$ cat config.mk
export PLATFORM = sky130hd
export DESIGN_NAME = pipe_hazard_ctrl
export DESIGN_NICKNAME = d
export VERILOG_FILES = /design/src/rtl/pipe_hazard_ctrl.sv
export SDC_FILE = /design/constraint.sdc
export NUM_CORES = 1
export LEC_CHECK = 0
export ABC_AREA = 1
export CAP_MARGIN = 40
export CORE_UTILIZATION = 40
export CTS_BUF_LIST = sky130_fd_sc_hd__clkbuf_16
export DETAILED_ROUTE_END_ITERATION = 10
export PLACE_DENSITY = 0.78
export SLEW_MARGIN = 5
export SYNTH_ARGS = -nofsm -noshare
export SYNTH_HDL_FRONTEND = slang
export SYNTH_SLANG_ARGS = --single-unit
export TNS_END_PERCENT = 5
$ cat constraint.sdc
create_clock -name clk -period 1.7 [get_ports clk]
set_input_delay 0.255 -clock clk [delete_from_list [all_inputs] [get_ports clk]]
set_output_delay 0.255 -clock clk [all_outputs]
set_load 0.005 [all_outputs]
$ cat src/rtl/pipe_hazard_ctrl.sv
`default_nettype none
// ============================================================================
//  Module   : pipe_hazard_ctrl
//  Purpose  : Hazard and sequencing controller for a classic 5-stage pipeline.
//             Detects data hazards, stalls IF/ID, and bubbles ID control bits.
//             Flushes IF/ID on a taken branch.
//             Drains the back end before halting.
//             Optionally drives ALU operand forwarding selects.
//  Build    : define PIPE_FWD_EN to build in forwarding.
//             With forwarding, only load-use stalls.
//             Without it, any EX/MEM producer stalls and forward_a/b are 00.
//  Ports    : clk, startin_n (async active-low reset)
//             if_id_rs/rt, if_id_uses_rt     - ID source registers
//             id_ex_rs/rt                    - EX source registers
//             id_ex_rd/ex_mem_rd/mem_wb_rd   - stage destinations
//             *_reg_write, id_ex_mem_read    - stage control bits
//             branch_taken, halt_id          - control-flow events
//             pc_write, if_id_write          - pipeline enables
//             if_id_flush, ctrl_bubble       - pipeline squash
//             forward_a/b                    - operand selects
//             running, halted                - status
//             stall_count                    - saturating stall counter
//  Revision : 1.0 - initial release
// ============================================================================
module pipe_hazard_ctrl (
    input  logic       clk,
    input  logic       startin_n,
    input  logic [4:0] if_id_rs,
    input  logic [4:0] if_id_rt,
    input  logic       if_id_uses_rt,
    input  logic [4:0] id_ex_rs,
    input  logic [4:0] id_ex_rt,
    input  logic [4:0] id_ex_rd,
    input  logic [4:0] ex_mem_rd,
    input  logic [4:0] mem_wb_rd,
    input  logic       id_ex_reg_write,
    input  logic       ex_mem_reg_write,
    input  logic       mem_wb_reg_write,
    input  logic       id_ex_mem_read,
    input  logic       branch_taken,
    input  logic       halt_id,
    output logic       pc_write,
    output logic       if_id_write,
    output logic       if_id_flush,
    output logic       ctrl_bubble,
    output logic [1:0] forward_a,
    output logic [1:0] forward_b,
    output logic       running,
    output logic       halted,
    output logic [7:0] stall_count
);

    localparam logic [2:0] c_idle  = 3'd0;
    localparam logic [2:0] c_run   = 3'd1;
    localparam logic [2:0] c_stall = 3'd2;
    localparam logic [2:0] c_drain = 3'd3;
    localparam logic [2:0] c_halt  = 3'd4;

    // Last DRAIN cycle index: cycles 0,1,2 let EX, MEM and WB empty.
    localparam logic [1:0] c_drain_last = 2'd2;

    logic [2:0] r_state;
    logic [1:0] r_drain;
    logic [7:0] r_stall_count;

    logic [2:0] w_next;
    logic [1:0] w_drain_next;
    logic       w_stall;
    logic       w_hazard;
    logic       w_pc_write;
    logic       w_if_id_write;
    logic       w_if_id_flush;
    logic       w_ctrl_bubble;

    // Register 0 is hardwired; a producer only counts if it actually writes.
    function automatic logic f_match(input logic [4:0] rd, input logic we,
                                     input logic [4:0] src);
        return we && (rd != 5'd0) && (rd == src);
    endfunction

`ifdef PIPE_FWD_EN
    logic w_unused_fwd;
    assign w_unused_fwd = 1'b0;

    // Forwarding covers every ALU producer; only a load in EX cannot be
    // forwarded in time for the dependent instruction in ID.
    assign w_hazard = id_ex_mem_read &&
                      (f_match(id_ex_rd, id_ex_reg_write, if_id_rs) ||
                       (if_id_uses_rt && f_match(id_ex_rd, id_ex_reg_write, if_id_rt)));

    // EX/MEM holds the younger result, so it wins over MEM/WB.
    // Selects are held at 00 in IDLE, which also covers the reset period.
    always_comb begin
        forward_a = 2'b00;
        forward_b = 2'b00;
        if (r_state != c_idle) begin
            if (f_match(ex_mem_rd, ex_mem_reg_write, id_ex_rs))
                forward_a = 2'b10;
            else if (f_match(mem_wb_rd, mem_wb_reg_write, id_ex_rs))
                forward_a = 2'b01;
            if (f_match(ex_mem_rd, ex_mem_reg_write, id_ex_rt))
                forward_b = 2'b10;
            else if (f_match(mem_wb_rd, mem_wb_reg_write, id_ex_rt))
                forward_b = 2'b01;
        end
    end
`else
    logic w_unused_fwd;
    assign w_unused_fwd = ^{id_ex_rs, id_ex_rt, mem_wb_rd, mem_wb_reg_write,
                            id_ex_mem_read};

    // Without forwarding, wait until the producer reaches WB.  The register
    // file writes before it reads, so a MEM/WB producer never stalls.
    assign w_hazard = f_match(id_ex_rd, id_ex_reg_write, if_id_rs) ||
                      f_match(ex_mem_rd, ex_mem_reg_write, if_id_rs) ||
                      (if_id_uses_rt &&
                       (f_match(id_ex_rd, id_ex_reg_write, if_id_rt) ||
                        f_match(ex_mem_rd, ex_mem_reg_write, if_id_rt)));

    assign forward_a = 2'b00;
    assign forward_b = 2'b00;
`endif

    // Enables must react in the same cycle as the hazard, so they are decoded
    // from the registered state and the current stage information.
    always_comb begin
        w_next        = r_state;
        w_drain_next  = r_drain;
        w_stall       = 1'b0;
        w_pc_write    = 1'b0;
        w_if_id_write = 1'b0;
        w_if_id_flush = 1'b0;
        w_ctrl_bubble = 1'b1;
        case (r_state)
            c_idle: begin
                w_next = c_run;
            end
            c_run, c_stall: begin
                if (branch_taken) begin
                    // Redirect wins over a stall; the stalled ID instruction
                    // is on the wrong path anyway.
                    w_pc_write    = 1'b1;
                    w_if_id_write = 1'b1;
                    w_if_id_flush = 1'b1;
                    w_next        = c_run;
                end else if (w_hazard) begin
                    w_stall = 1'b1;
                    w_next  = c_stall;
                end else if (halt_id) begin
                    w_next       = c_drain;
                    w_drain_next = 2'd0;
                end else begin
                    w_pc_write    = 1'b1;
                    w_if_id_write = 1'b1;
                    w_ctrl_bubble = 1'b0;
                    w_next        = c_run;
                end
            end
            c_drain: begin
                // Only the branch right behind the halt can still redirect.
                if (branch_taken && (r_drain == 2'd0)) begin
                    w_pc_write    = 1'b1;
                    w_if_id_write = 1'b1;
                    w_if_id_flush = 1'b1;
                    w_next        = c_run;
                end else if (r_drain == c_drain_last) begin
                    w_next = c_halt;
                end else begin
                    w_drain_next = r_drain + 2'd1;
                end
            end
            c_halt: begin
                w_next = c_halt;
            end
            default: begin
                w_next = c_idle;
            end
        endcase
    end

    always_ff @(posedge clk or negedge startin_n) begin
        if (!startin_n) begin
            r_state       <= c_idle;
            r_drain       <= 2'd0;
            r_stall_count <= 8'd0;
        end else begin
            r_state <= w_next;
            r_drain <= w_drain_next;
            if (w_stall && (r_stall_count != 8'hFF))
                r_stall_count <= r_stall_count + 8'd1;
        end
    end

    assign pc_write    = w_pc_write;
    assign if_id_write = w_if_id_write;
    assign if_id_flush = w_if_id_flush;
    assign ctrl_bubble = w_ctrl_bubble;
    assign running     = (r_state == c_run) || (r_state == c_stall);
    assign halted      = (r_state == c_halt);
    assign stall_count = r_stall_count;

endmodule
`default_nettype wire
==> metrics.txt, run 1 <==
first-pass GRT wire length 4850 um; count of final max-slew check failures 0; Clock Path Buffers 2; placed cell area 1700 sq um; Via density 4.69; final setup TNS 0 ns; WP data required 1.44 ns; Die Wd 57.8 um; total number of vias 1211; First-pass DRT Iterations 7; fraction of the mapped netlist area in adder cells 3.02%; number of remaining DRC errors 1; Synth Area in Simple Gates 38.4%; vias in the first global route 1152; antenna-violating nets left 0; leak pwr 0.972 nW; total grt overflow 0; post-synthesis average cell area 7.32 sq um; Critical Path Sink Type primary output; initial antenna violation count 0; Max-Cap Viols 0; worst setup margin 0.0486 ns; slowest stage delay, CP 0.26 ns; 1st-iter DRT viols 31; Die ar. 3340 sq um; Synth Cell Area 1240 sq um; crit-path cells buf_2, nor2_2, nand3b_2, nand2_2, nor2_2, nand2_1, nand2_2, nand2_4, nand3b_1, nor2_1, nand2_1, dlygate4sd2_1; routed wire length 2960 um; post-synth cell types 28; XOR/XNOR Fraction of Synth Area 16.2%; # diodes 0; Syn Inst Count 170; min cycle time layout 1.65 ns; non-filler cells in the finished layout 258; Root Buffer clkbuf_16; CORE AREA 2850 sq um; Worst setup SP type input port; cell row count 19; CTS buffer count 3; Hold Path Class input port to asynchronous set/reset pin; Final GP Congestion 0.811; drt wl/cell 11.5 um; IO buf count 40; VDD IR-drop max 0.515 mV; CP max FO 3; WP data arrival 1.40 ns; clock-pin slew on the worst setup and hold paths 0.04 ns; outcome complete, but fails checks; CTS tree yes; Post-Place Cells 246; Layout area overhead 52.1%; Compound-Gate Fraction of Synth Area 5.84%; layout cell share with drive strength beyond 1 41.0%; # setup viols final 0; pwr dens 1060 nW/um^2; largest net degree at the start of global routing 14; sequential element share of the synthesized area 26.2%; Worst-Margin Slew 0.600 ns; Setup CP Type input port to primary output; CP max stage cell dlygate4sd2_1; Tcrit/Tclk final 97.1%; clk_skew 0.00159 ns; post-synthesis mux area share 0%; failing checks design-rule violations; largest family of logic cells by synthesized area simple AND/OR/NAND/NOR gates; Fin. Hold Viols 0; Tot GR Track Use 18.7%; finished layout cell area 1890 sq um; Worst-Skew Late Latency 0.24 ns; Ports 62; max frequency 0.606 GHz; Initial Util 43.6%; Nets 275; RSZ-0062 raised after global routing yes; normalized max-slew margin 59.9%; Post-Place Setup Slack -0.634 ns; Warnings, synthesis 0; DIE HEIGHT 57.8 um; hpwl dp 2140 um; H-tree depth 1; clock sink count 13; Synth Register Bits 13
-- worst max-delay path: cells and delay by family --
family / cells / cell delay (ns)
and+or+nand+nor: 10 / 0.75
buffers and inverters: 2 / 0.39
-- Yosys cell counts --
cell | count | area, sq um
nor3_4 | 1 | 16.3
a21oi_1 | 2 | 10.0
nand2_4 | 3 | 33.8
a311oi_2 | 1 | 15.0
nand3b_1 | 2 | 15.0
nor2_1 | 19 | 71.3
nand3_1 | 11 | 55.1
inv_1 | 17 | 63.8
xor2_1 | 12 | 105
nand2_1 | 43 | 161
nor2_2 | 3 | 18.8
conb_1 | 1 | 3.75
nand3_2 | 1 | 10.0
nand4_1 | 1 | 6.26
buf_4 | 5 | 37.5
inv_2 | 1 | 3.75
buf_8 | 1 | 15.0
nand3b_2 | 1 | 11.3
ha_1 | 3 | 37.5
nand2_2 | 9 | 56.3
o211ai_1 | 1 | 7.51
clkinv_2 | 1 | 5.00
xnor2_1 | 11 | 96.3
o21ai_2 | 4 | 35.0
dfrtp_1 | 13 | 325
o21ai_1 | 1 | 5.00
nand3_4 | 1 | 17.5
nor3_1 | 1 | 5.00
-- power breakdown --
| group | leakage (nW) | total, W | internal [W] | switching [W] |
|---|---|---|---|---|
| clock network | 0.0423 | 0.000435 | 0.000310 | 0.000126 |
| logic | 0.756 | 0.00110 | 0.000536 | 0.000569 |
| registers | 0.173 | 0.000466 | 0.000385 | 0.0000809 |
| total | 0.972 | 0.00201 | 0.00123 | 0.000775 |
-- routing by layer --
layer	GRT usage (%)	routed length [um]	up-vias	part of all wire (%)
met1	24.3	1340	539	45
met3	4.02	108	2	3.7
met4	2.38	8	0	0.27
met2	32.7	1500	32	51
li1	-	-	638	-
met5	0	0	-	0
-- metrics by stage --
| stage | hold WS [ns] | total power, W | util, % |
|---|---|---|---|
| 5_1_grt | 0.456 | 0.00215 | 66.3 |
| 2_1_floorplan | -0.0406 | 0.00103 | - |
| 6_report | 0.397 | 0.00201 | 66.3 |
| 3_3_place_gp | 0.490 | 0.00145 | 59.6 |
| 4_1_cts | 0.409 | 0.00191 | 62.5 |
| 3_5_place_dp | 0.489 | 0.00146 | 59.6 |
-- cell usage in the layout, fill, tap and decap left out, types with 3 or more instances in the layout --
| master | count |
|---|---|
| nand2_2 | 16 |
| conb_1 | 4 |
| nor2_1 | 13 |
| xnor2_2 | 4 |
| buf_2 | 7 |
| dlygate4sd2_1 | 5 |
| buf_4 | 19 |
| xor2_1 | 12 |
| xnor2_1 | 7 |
| ha_1 | 3 |
| nand2_1 | 36 |
| nor2_2 | 7 |
| nand2_4 | 3 |
| dfrtp_1 | 13 |
| buf_6 | 10 |
| o21ai_2 | 5 |
| inv_2 | 7 |
| inv_1 | 11 |
| clkdlybuf4s50_1 | 12 |
| nand3_1 | 10 |
| clkbuf_16 | 3 |
-- registers in the layout (all words and copies together), names as in the netlist --
signal,cells
stall_count,8
r_state,3
r_drain,2
-- final timing paths --
kind	to	depth (start not counted)	slack, ns	from
setup / recovery	ctrl_bubble	12	0.05	ex_mem_rd[3]
hold / removal	stall_count[2]$_DFFE_PN0P_	1	0.40	startin_n
setup reg to reg	r_drain[0]$_DFFE_PN0P_	9	0.09	r_state[0]$_DFFE_PN0P_
hold reg to reg	r_drain[1]$_DFFE_PN0P_	2	0.50	r_drain[1]$_DFFE_PN0P_
max in group asynchronous	r_state[2]$_DFFE_PN0P_	1	0.91	startin_n
min in group clk	r_drain[1]$_DFFE_PN0P_	2	0.50	r_drain[1]$_DFFE_PN0P_
-- what timing repair did --
action / in CTS / in global routing
gates resized for setup: 103 / 39
hold endpoints to repair: 0 / 0
buffers inserted: 8 / 2
setup endpoints to repair: 6 / 7
pin swaps: 26 / 27
hold buffers: 0 / 0
cloned: 0 / 0
-- kinds of logic after synthesis --
| family | count (synthesis) |
|---|---|
| AND/OR/NAND/NOR | 96 |
| XOR/XNOR | 23 |
| AO/OA/AOI/OAI | 9 |
| flip-flops | 13 |
| buffers and inverters | 25 |
| other | 1 |
| adder cells (fa/ha/maj) | 3 |
-- layout make-up --
| cell class | count | area (sq um) |
|---|---|---|
| tap | 31 | 38.8 |
| multi-input combinational | 135 | 897 |
| inverter | 19 | 75.1 |
| clock buffer | 3 | 75.1 |
| fill | 233 | 961 |
| timing repair buffer | 56 | 477 |
| sequential | 13 | 325 |
| clock inverter | 1 | 3.75 |
No activity file was read; power rests on OpenSTA's default activity.
==> run 2: changes to the inputs <==
--- a/config.mk
+++ b/config.mk
@@ -15,4 +15,3 @@
 export SYNTH_ARGS = -nofsm -noshare
 export SYNTH_HDL_FRONTEND = slang
 export SYNTH_SLANG_ARGS = --single-unit
-export TNS_END_PERCENT = 5
==> metrics.txt, run 2 (synthesis results as in run 1) <==
placed cell area 1700 sq um; Nets 277; # setup viols final 0; H-tree depth 1; VDD IR-drop max 0.512 mV; FF-to-FF setup slack 0.11 ns; Via density 4.85; # diodes 0; Layout area overhead 53.7%; Fin. Hold Viols 0; WP data required 1.44 ns; layout cell share with drive strength beyond 1 42.4%; largest net degree at the start of global routing 14; most frequent cells in the layout 36 x nand2_1, 21 x buf_4, 16 x nand2_2; Max-Cap Viols 0; first-pass GRT wire length 4850 um; Die Wd 57.8 um; WP data arrival 1.39 ns; max frequency 0.610 GHz; max FFs per register 8; worst r2r path cells 7; number of remaining DRC errors 1; Root Buffer clkbuf_16; overall power 0.00209 W; Setup CP Type input port to primary output; CP Launch Point branch_taken; count of final max-slew check failures 0; Final GP Congestion 0.811; clock-pin slew on the worst setup and hold paths 0.04 ns; 1st-iter DRT viols 55; Tot GR Track Use 18.6%; post-layout util 67.0%; total number of vias 1262; normalized max-slew margin 60.0%; finished layout cell area 1910 sq um; CP endpoint if_id_flush; CTS buffer count 3; outcome complete, but fails checks; min cycle time layout 1.64 ns; First-pass DRT Iterations 7; CTS tree yes; initial antenna violation count 0; routed wire length 2990 um; failing checks design-rule violations; CP max FO 3; Ports 62; DIE HEIGHT 57.8 um; final setup TNS 0 ns; Initial Util 43.6%; IO buf count 40; Worst setup SP type input port; Worst-Skew Late Latency 0.24 ns; pwr dens 1090 nW/um^2; FF-to-FF End stall_count[0]$_DFFE_PN0P_; Hold Path Class input port to asynchronous set/reset pin; Die ar. 3340 sq um; cell row count 19; Worst R2R Start r_state[1]$_DFFE_PN0P_; Clock Path Buffers 2; clock sink count 13; antenna-violating nets left 0; Worst-Margin Slew 0.598 ns; total grt overflow 0; hold buffer count at CTS 0; most common cell after layout, fill and taps aside nand2_1; leak pwr 0.970 nW; CORE AREA 2850 sq um; Tcrit/Tclk final 96.5%; Critical Path Sink Type primary output; vias in the first global route 1158; clk_skew 0.00139 ns; drt wl/cell 11.5 um; hpwl dp 2140 um
==> run 2: final cells by class <==
| class | instances | area, sq um |
|---|---|---|
| fillers | 230 | 941 |
| inverters | 19 | 75.1 |
| clock buffers | 3 | 75.1 |
| well taps | 31 | 38.8 |
| flip-flops and latches | 13 | 325 |
| multi-input cells | 135 | 905 |
| repair buffers | 58 | 489 |
| clock inverters | 1 | 3.75 |
==> run 2: how the worst min path moves through the flow <==
stage	from	end
global route	startin_n	stall_count[4]$_DFFE_PN0P_
global placement	r_drain[1]$_DFFE_PN0P_	r_drain[1]$_DFFE_PN0P_
CTS	startin_n	stall_count[4]$_DFFE_PN0P_
detailed placement	r_drain[1]$_DFFE_PN0P_	r_drain[1]$_DFFE_PN0P_
floorplan	startin_n	r_drain[0]$_DFFE_PN0P_
finish	startin_n	stall_count[2]$_DFFE_PN0P_
==> run 2: what timing repair did <==
item | 4_1_cts | 5_1_grt
buffers inserted | 9 | 4
cloned | 0 | 0
resized for setup | 106 | 39
pin swaps | 29 | 33
hold endpoints to repair | 0 | 0
endpoints found under the setup margin | 6 | 6
==> run 2: metal layers <==
layer / track usage [%] / share of wire [%] / vias to the layer above
met4: 2.38 / 0.54 / 0
met1: 24.6 / 44 / 567
li1: - / - / 644
met3: 4.02 / 4.1 / 7
met2: 32.2 / 51 / 44
met5: 0 / 0 / -
==> run 2: critical path: stages <==
cell and delay (ns):
clkdlybuf4s50_1 0.52, inv_1 0.10, o21ai_2 0.23, dlygate4sd2_1 0.28
==> run 2: through the flow <==
| stage | instances | hold WS [ns] | setup WS [ns] |
|---|---|---|---|
| detailed placement | 246 | 0.489 | -0.634 |
| finish | 260 | 0.397 | 0.0597 |
| CTS | 259 | 0.409 | -0.141 |
| global placement | 246 | 0.490 | -0.620 |
| floorplan | 173 | -0.0406 | 0.204 |
| global route | 260 | 0.456 | -0.00803 |
==> run 2: where the power goes <==
part / internal (W) / total, W / switching, W
combinational: 0.000588 / 0.00119 / 0.000597
clock: 0.000310 / 0.000435 / 0.000125
sequential: 0.000385 / 0.000466 / 0.0000810
